## src/rtl/npu_dot_acc.sv

```systemverilog
// -----------------------------------------------------------------------------
// npu_dot_acc
//   Streaming multi-lane dot-product accumulator.
//
//   Each accepted beat carries LANES activation/weight pairs. The pairs are
//   multiplied lane by lane, and the products are reduced to one beat sum. That
//   sum is added into a saturating accumulator. The beat flagged in_last closes
//   the vector: its saturated total goes to out_data, and the accumulator and
//   the sticky saturation flag restart from zero.
//
//   Pipeline (one register per stage, all advancing together):
//     s1 : LANES signed lane products        + valid/last
//     s2 : signed SUM_W-bit beat sum         + valid/last
//     s3 : beat sum sign-extended to ACC_W   + valid/last
//     acc/out : saturating acc + s3 sum, written to acc or to out_data
//   A last beat accepted at edge N raises out_valid after edge N+3.
//
//   Handshake semantics (both ports): a transfer happens on a rising edge
//   where valid & ready are both 1. A producer that raises valid keeps it and
//   its payload stable until the transfer. ready may depend combinationally on
//   the other side. This block's in_ready is ~(out_valid & ~out_ready). A
//   pending, unconsumed result therefore freezes the whole pipeline, and a
//   consumer that pulls the result lets a new beat in on the same edge.
//
// Parameters
//   LANES  multiply lanes per beat (power of two, 2..64)
//   DW     operand width per lane
//   ACC_W  accumulator / result width, must be >= SUM_W = 2*DW+1+log2(LANES)
//
// Ports
//   clk             clock, all state on the rising edge
//   rst_n           asynchronous active-low reset
//   in_valid        beat offered
//   in_ready        beat accepted when in_valid & in_ready
//   in_data         activation lanes, lane i at [i*DW +: DW]
//   in_para         weight lanes, always two's complement
//   is_signed_data  1: in_data lanes signed, 0: unsigned (per beat)
//   in_last         final beat of the current vector
//   out_valid       result held
//   out_ready       result consumed when out_valid & out_ready
//   out_data        signed accumulated dot product
//   out_sat         saturation occurred somewhere within this vector
// -----------------------------------------------------------------------------
module npu_dot_acc #(
  parameter int LANES = 8,
  parameter int DW    = 8,
  parameter int ACC_W = 32
) (
  input  logic                  clk,
  input  logic                  rst_n,
  input  logic                  in_valid,
  output logic                  in_ready,
  input  logic [LANES*DW-1:0]   in_data,
  input  logic [LANES*DW-1:0]   in_para,
  input  logic                  is_signed_data,
  input  logic                  in_last,
  output logic                  out_valid,
  input  logic                  out_ready,
  output logic [ACC_W-1:0]      out_data,
  output logic                  out_sat
);

  localparam int PW    = 2*DW + 1;                 // lane product width
  localparam int SUM_W = PW + $clog2(LANES);       // beat sum width
  localparam logic [ACC_W-1:0] ACC_MIN = {1'b1, {(ACC_W-1){1'b0}}};
  localparam logic [ACC_W-1:0] ACC_MAX = ~ACC_MIN;

  // ---------------------------------------------------------------------------
  // Flow control: a held result that is not being consumed freezes everything.
  // ---------------------------------------------------------------------------
  logic stall;
  logic adv;

  assign stall    = out_valid & ~out_ready;
  assign adv      = ~stall;
  assign in_ready = ~stall;

  // ---------------------------------------------------------------------------
  // Lane multiply. Data is widened to DW+1 bits with sign or zero extension,
  // which lets one signed multiplier cover both data modes. Both operands are
  // then brought to PW bits so the product is a plain PW x PW signed multiply.
  // ---------------------------------------------------------------------------
  function automatic logic signed [PW-1:0] lane_mul(
    input logic [DW-1:0] d,
    input logic [DW-1:0] p,
    input logic          sgn
  );
    logic        [DW:0]   d_ext;
    logic signed [PW-1:0] a;
    logic signed [PW-1:0] b;
    d_ext = {sgn & d[DW-1], d};
    a     = {{DW{d_ext[DW]}}, d_ext};
    b     = {{(DW+1){p[DW-1]}}, p};
    return a * b;
  endfunction

  logic signed [PW-1:0] prod_c [LANES];

  always_comb begin
    for (int i = 0; i < LANES; i++) begin
      prod_c[i] = lane_mul(in_data[i*DW +: DW], in_para[i*DW +: DW], is_signed_data);
    end
  end

  // ---------------------------------------------------------------------------
  // Stage 1 registers
  // ---------------------------------------------------------------------------
  logic                 s1_valid;
  logic                 s1_last;
  logic signed [PW-1:0] s1_prod [LANES];

  // ---------------------------------------------------------------------------
  // Lane reduction. SUM_W leaves log2(LANES) guard bits, so the sum of LANES
  // products cannot overflow.
  // ---------------------------------------------------------------------------
  logic signed [SUM_W-1:0] sum_c;

  always_comb begin
    sum_c = '0;
    for (int i = 0; i < LANES; i++) begin
      sum_c = sum_c + {{(SUM_W-PW){s1_prod[i][PW-1]}}, s1_prod[i]};
    end
  end

  // ---------------------------------------------------------------------------
  // Stage 2 registers
  // ---------------------------------------------------------------------------
  logic                    s2_valid;
  logic                    s2_last;
  logic signed [SUM_W-1:0] s2_sum;

  // The beat sum is widened to ACC_W before it is registered. The saturating
  // add then starts straight from flops on both operands.
  logic [ACC_W-1:0] sum_ext;

  generate
    if (ACC_W > SUM_W) begin : g_widen
      assign sum_ext = {{(ACC_W-SUM_W){s2_sum[SUM_W-1]}}, s2_sum};
    end else begin : g_same
      assign sum_ext = s2_sum;
    end
  endgenerate

  // ---------------------------------------------------------------------------
  // Stage 3 registers and accumulator state
  // ---------------------------------------------------------------------------
  logic             s3_valid;
  logic             s3_last;
  logic [ACC_W-1:0] s3_sum;
  logic [ACC_W-1:0] acc;
  logic             sticky;

  // ---------------------------------------------------------------------------
  // Saturating add. The operands are widened by one bit. A disagreement between
  // the top two bits of the result means it left the signed ACC_W range, and
  // the top bit then gives the direction of the overflow.
  // ---------------------------------------------------------------------------
  logic [ACC_W:0]   wide_sum;
  logic             ovf;
  logic [ACC_W-1:0] sat_val;

  always_comb begin
    wide_sum = {acc[ACC_W-1], acc} + {s3_sum[ACC_W-1], s3_sum};
    ovf      = wide_sum[ACC_W] ^ wide_sum[ACC_W-1];
    if (ovf) begin
      sat_val = wide_sum[ACC_W] ? ACC_MIN : ACC_MAX;
    end else begin
      sat_val = wide_sum[ACC_W-1:0];
    end
  end

  // ---------------------------------------------------------------------------
  // Sequential state. Everything advances only when not stalled. Bubbles
  // (valid = 0) move through the valid pipeline without touching the data
  // registers, acc, sticky or the outputs.
  // ---------------------------------------------------------------------------
  always_ff @(posedge clk or negedge rst_n) begin
    if (!rst_n) begin
      s1_valid  <= 1'b0;
      s1_last   <= 1'b0;
      for (int i = 0; i < LANES; i++) begin
        s1_prod[i] <= '0;
      end
      s2_valid  <= 1'b0;
      s2_last   <= 1'b0;
      s2_sum    <= '0;
      s3_valid  <= 1'b0;
      s3_last   <= 1'b0;
      s3_sum    <= '0;
      acc       <= '0;
      sticky    <= 1'b0;
      out_valid <= 1'b0;
      out_data  <= '0;
      out_sat   <= 1'b0;
    end else if (adv) begin
      // stage 1: in_ready is 1 whenever we advance, so in_valid alone
      // decides whether a beat was accepted
      s1_valid <= in_valid;
      s1_last  <= in_valid & in_last;
      if (in_valid) begin
        for (int i = 0; i < LANES; i++) begin
          s1_prod[i] <= prod_c[i];
        end
      end

      // stage 2
      s2_valid <= s1_valid;
      s2_last  <= s1_last;
      if (s1_valid) begin
        s2_sum <= sum_c;
      end

      // stage 3
      s3_valid <= s2_valid;
      s3_last  <= s2_last;
      if (s2_valid) begin
        s3_sum <= sum_ext;
      end

      // accumulate / emit
      if (s3_valid) begin
        if (s3_last) begin
          acc      <= '0;
          sticky   <= 1'b0;
          out_data <= sat_val;
          out_sat  <= sticky | ovf;
        end else begin
          acc      <= sat_val;
          sticky   <= sticky | ovf;
        end
      end

      // While advancing, a held result is being consumed on this edge. It is
      // therefore replaced by a newly completed vector or dropped.
      out_valid <= s3_valid & s3_last;
    end
  end

endmodule
```

## config.mk

```make
export PLATFORM = sky130hd
export DESIGN_NAME = npu_dot_acc
export DESIGN_NICKNAME = d
export VERILOG_FILES = /design/src/rtl/npu_dot_acc.sv
export SDC_FILE = /design/constraint.sdc
export NUM_CORES = 2
export LEC_CHECK = 0
export CAP_MARGIN = 10
export CORE_MARGIN = 2
export CORE_UTILIZATION = 64
export CTS_CLUSTER_SIZE = 40
export DETAILED_ROUTE_END_ITERATION = 10
export GPL_ROUTABILITY_DRIVEN = 0
export PLACE_DENSITY = 0.91
export SKIP_CTS_REPAIR_TIMING = 1
export SLEW_MARGIN = 20
export SYNTH_ARGS = -nofsm -noshare
export SYNTH_HDL_FRONTEND = slang
export SYNTH_SLANG_ARGS = --single-unit
export TNS_END_PERCENT = 30
```

## constraint.sdc

```tcl
create_clock -name clk -period 10.45 [get_ports clk]
set_input_delay 1.5675 -clock clk [delete_from_list [all_inputs] [get_ports clk]]
set_output_delay 1.5675 -clock clk [all_outputs]
set_load 0.005 [all_outputs]
```

==> summary.txt <==
Finish
  – Sequential Area: 0.00623 mm²
  – Total number of nets in the final design: 4942
  – Final Core Density: 70.2%
  – Number of fill cells in the layout: 3719
  – Number of standard cells in the layout, taps in and fillers out: 4678
  – Multi-input combinational cell area: 0.0259 mm²
  – Growth of design area from synthesis to finish: 8.79%
  – Antenna diodes: 0
  – Layout cells sized above 1: 3.31%
  – Final Instance Area: 0.0386 mm²

Detailed routing
  – Pre-antenna DRT Iters: 5
  – Routed WL: 82.4 mm
  – Residual DRC: 0
  – Number of vias in the routed layout: 26423
  – ANT nets after route: 0
  – Routed length per placed instance: 17.6 µm
  – Starting DRC count in detailed routing: 1890
  – Vias per inst: 5.65

Synth
  – Count of warnings emitted by yosys: 0
  – FFs w/ async S/R, synth: 100%
  – Portion of the post-synthesis area used by sequential elements: 17.6%
  – #FFs+latches synth: 249
  – Main combinational cell family by area after synthesis: adder cells
  – Xor-xnor portion of the synthesized cell area: 4.37%
  – Synthesized-area fraction occupied by ao, oa, aoi and oai cells: 8.15%
  – Syn_nets: 4830
  – Synthesized cell area: 0.0355 mm²
  – Number of instances in the synthesized netlist: 3802
  – Mean Syn Cell Area: 9.33 µm²
  – Number of different library cells in the post-synthesis netlist: 63
  – Number of synthesized flops with an enable pin: 0
  – Most frequently used flop master after synthesis: sky130_fd_sc_hd__dfrtp_1
  – Mux cell area share after synthesis: 1.99%
  – Post-synthesis adder-cell area fraction: 44.1%
  – Area fraction in and, or, nand and nor cells after synthesis: 14.3%

STA
  – Final count of pins violating max slew: 0
  – Final-report hold violation count: 0
  – Maximum clock rate: 159 MHz
  – Final period utilization: 60.3%
  – Slew HR: 27.9%
  – Slew of the pin with the lowest slew margin: 1080 ps
  – Setup repair after global routing missed its margin: false
  – Setup total negative slack: 0 ps
  – Max Clock Skew: 17.5 ps
  – Total of endpoints with negative setup slack in the final report: 0
  – Min Clock Period, post-route: 6300 ps

Setup path
  – Startpoint type of the worst setup path: input pin
  – Maximum net fanout on the critical path: 24
  – Worst setup path class: input pin to register
  – Required time of the critical path: 10840 ps
  – Setup crit end kind: register
  – Data arrival time of the critical path: 6690 ps

Global route
  – Met1 track utilization from global routing: 38.1%
  – Met2 Use GR: 53.1%
  – Met3 global-route usage: 3.49%
  – Via count of the first global-routing pass: 28679
  – Overall fraction of global-route tracks in use: 30.2%
  – Maximum number of pins on one net before global-route repair: 124
  – Highest-utilization routing layer at the global route stage: met2
  – Aggregate global routing overflow: 0
  – Wire length of the first global-routing pass: 139 mm
  – Antenna violations before repair: 1

Clock network
  – Number of clock sinks seen by CTS: 249
  – Cell chosen for the clock root: sky130_fd_sc_hd__clkbuf_16
  – CTS buffer count: 26
  – CTS tree: built
  – Worst-Skew Late Latency: 550 ps
  – Clock transition at the registers of the reported paths: 60 ps
  – H-Tree Level Count: 1
  – Maximum count of clock buffers along a single path: 3

Place
  – Placement-stage cell area: 0.0378 mm²
  – HPWL after detailed placement: 66.7 mm
  – Placed cell count: 4634
  – Count of input and output buffers: 168

Die
  – Die outline area: 0.0573 mm²
  – Number of primary I/O pins: 169
  – Starting Density: 64.5%
  – Width of the die: 239 µm
  – Y dimension of the die: 239 µm
  – Num rows: 86
  – Floorplan Core Area: 0.0550 mm²

Run
  – Max-cap viol count: 0

Run status
  – Outcome: completed

Worst hold path
  – Worst hold path class: register to register
[final timing paths]
| kind | startpoint | end | slack (ps) | cells after the start |
|---|---|---|---|---|
| min in group asynchronous | rst_n | out_data[10] | 1130 | 1 |
| worst max register to register | s1_prod[53] | s2_sum[16] | 5170 | 18 |
| worst min register to register | out_data[11] | out_data[11] | 470 | 2 |
| worst max-delay path | is_signed_data | s1_prod[32] | 4150 | 17 |
| worst min-delay path | out_data[11] | out_data[11] | 470 | 2 |
| max in group asynchronous | rst_n | acc[6] | 7850 | 2 |
[synthesized netlist by cell type (all sizes together), types with 15 or more instances]
cell	count	share of area, %
nor3	26	0.37
fa	594	34
nor2b	19	0.33
o21ai	230	3.3
ha	300	11
nand2b	47	0.83
nand3	20	0.28
nand2	433	4.6
a21oi	119	1.7
a21o	19	0.40
nor2	119	1.3
o21a	15	0.32
inv	802	8.5
and2	314	5.5
o31ai	16	0.34
mux2	59	1.9
clkbuf	79	0.84
xnor2	98	2.4
and3	25	0.44
xor2	79	1.9
dfrtp	249	18
[per-layer routing]
metal,share of wire (%),vias up
met5,0,-
met4,4.5,0
met3,5.8,264
met2,51,995
met1,39,13242
li1,-,11922
[cells in the final DEF (no fill, tap or decap), types with 6 or more instances in the layout]
cell type	netlist	layout
sky130_fd_sc_hd__inv_1	802	802
sky130_fd_sc_hd__fa_1	594	594
sky130_fd_sc_hd__nand2_1	433	430
sky130_fd_sc_hd__and2_1	306	306
sky130_fd_sc_hd__ha_1	300	300
sky130_fd_sc_hd__dfrtp_1	249	249
sky130_fd_sc_hd__o21ai_0	223	223
sky130_fd_sc_hd__clkdlybuf4s50_1	0	167
sky130_fd_sc_hd__nor2_1	119	119
sky130_fd_sc_hd__a21oi_1	119	119
sky130_fd_sc_hd__xnor2_1	98	98
sky130_fd_sc_hd__xor2_1	79	79
sky130_fd_sc_hd__mux2_2	59	59
sky130_fd_sc_hd__nand2b_1	47	47
sky130_fd_sc_hd__clkbuf_16	0	27
sky130_fd_sc_hd__nor3_1	26	26
sky130_fd_sc_hd__and3_1	25	25
sky130_fd_sc_hd__nand3_1	20	20
sky130_fd_sc_hd__nor2b_1	19	19
sky130_fd_sc_hd__a21o_1	19	19
sky130_fd_sc_hd__o31ai_1	16	16
sky130_fd_sc_hd__o21a_1	15	15
sky130_fd_sc_hd__or3_1	12	12
sky130_fd_sc_hd__a21boi_0	10	10
sky130_fd_sc_hd__a31oi_1	9	9
sky130_fd_sc_hd__and2_0	8	8
sky130_fd_sc_hd__o31a_1	7	7
sky130_fd_sc_hd__a211oi_1	7	7
sky130_fd_sc_hd__or2_2	7	7
sky130_fd_sc_hd__nor3b_1	6	6
sky130_fd_sc_hd__o21ai_1	6	6
sky130_fd_sc_hd__o21bai_1	6	6
[critical path, stage by stage]
cell and delay, ps:
sky130_fd_sc_hd__clkdlybuf4s50_1 460, sky130_fd_sc_hd__buf_4 370, sky130_fd_sc_hd__and2_0 320, sky130_fd_sc_hd__nand2_1 180, sky130_fd_sc_hd__fa_1 660, sky130_fd_sc_hd__inv_1 130, sky130_fd_sc_hd__fa_1 500, sky130_fd_sc_hd__inv_1 50
sky130_fd_sc_hd__fa_1 510, sky130_fd_sc_hd__inv_1 60, sky130_fd_sc_hd__fa_1 450, sky130_fd_sc_hd__ha_1 240, sky130_fd_sc_hd__or3_1 370, sky130_fd_sc_hd__or3_1 330, sky130_fd_sc_hd__o311ai_0 170, sky130_fd_sc_hd__xor2_1 190
sky130_fd_sc_hd__o21ai_0 90
[per-stage QoR]
| step | worst slack [ps] | hold slack [ps] |
|---|---|---|
| after floorplan | 4750 | 439 |
| after global placement | 3850 | 454 |
| after detailed placement | 3670 | 466 |
| after CTS | 4160 | 482 |
| after global routing | 3890 | 501 |
| final | 4150 | 474 |
[cell type report]
class                      count  area share, %
clock buffer                  36           1.94
sequential                   249           16.1
clock inverter                 8          0.139
timing repair buffer         174           4.50
multi-input combinational   2661           67.1
inverter                     802           7.80
tap                          748           2.42
[flip-flops by register name, summed over array words and instances (netlist names), 20 cells and up]
name and cells:
acc 32, s3_sum 20, s2_sum 20, out_data 32, s1_prod 136
[logic make-up after synthesis]
family                   Yosys count
adder cells (fa/ha/maj)          894
flip-flops                       249
XOR/XNOR                         177
multiplexers                      62
AO/OA/AOI/OAI                    489
AND/OR/NAND/NOR                 1039
buffers and inverters            892
Power is not shown: default switching activity piles up to over one toggle a cycle in this logic, so the estimate is an artifact.
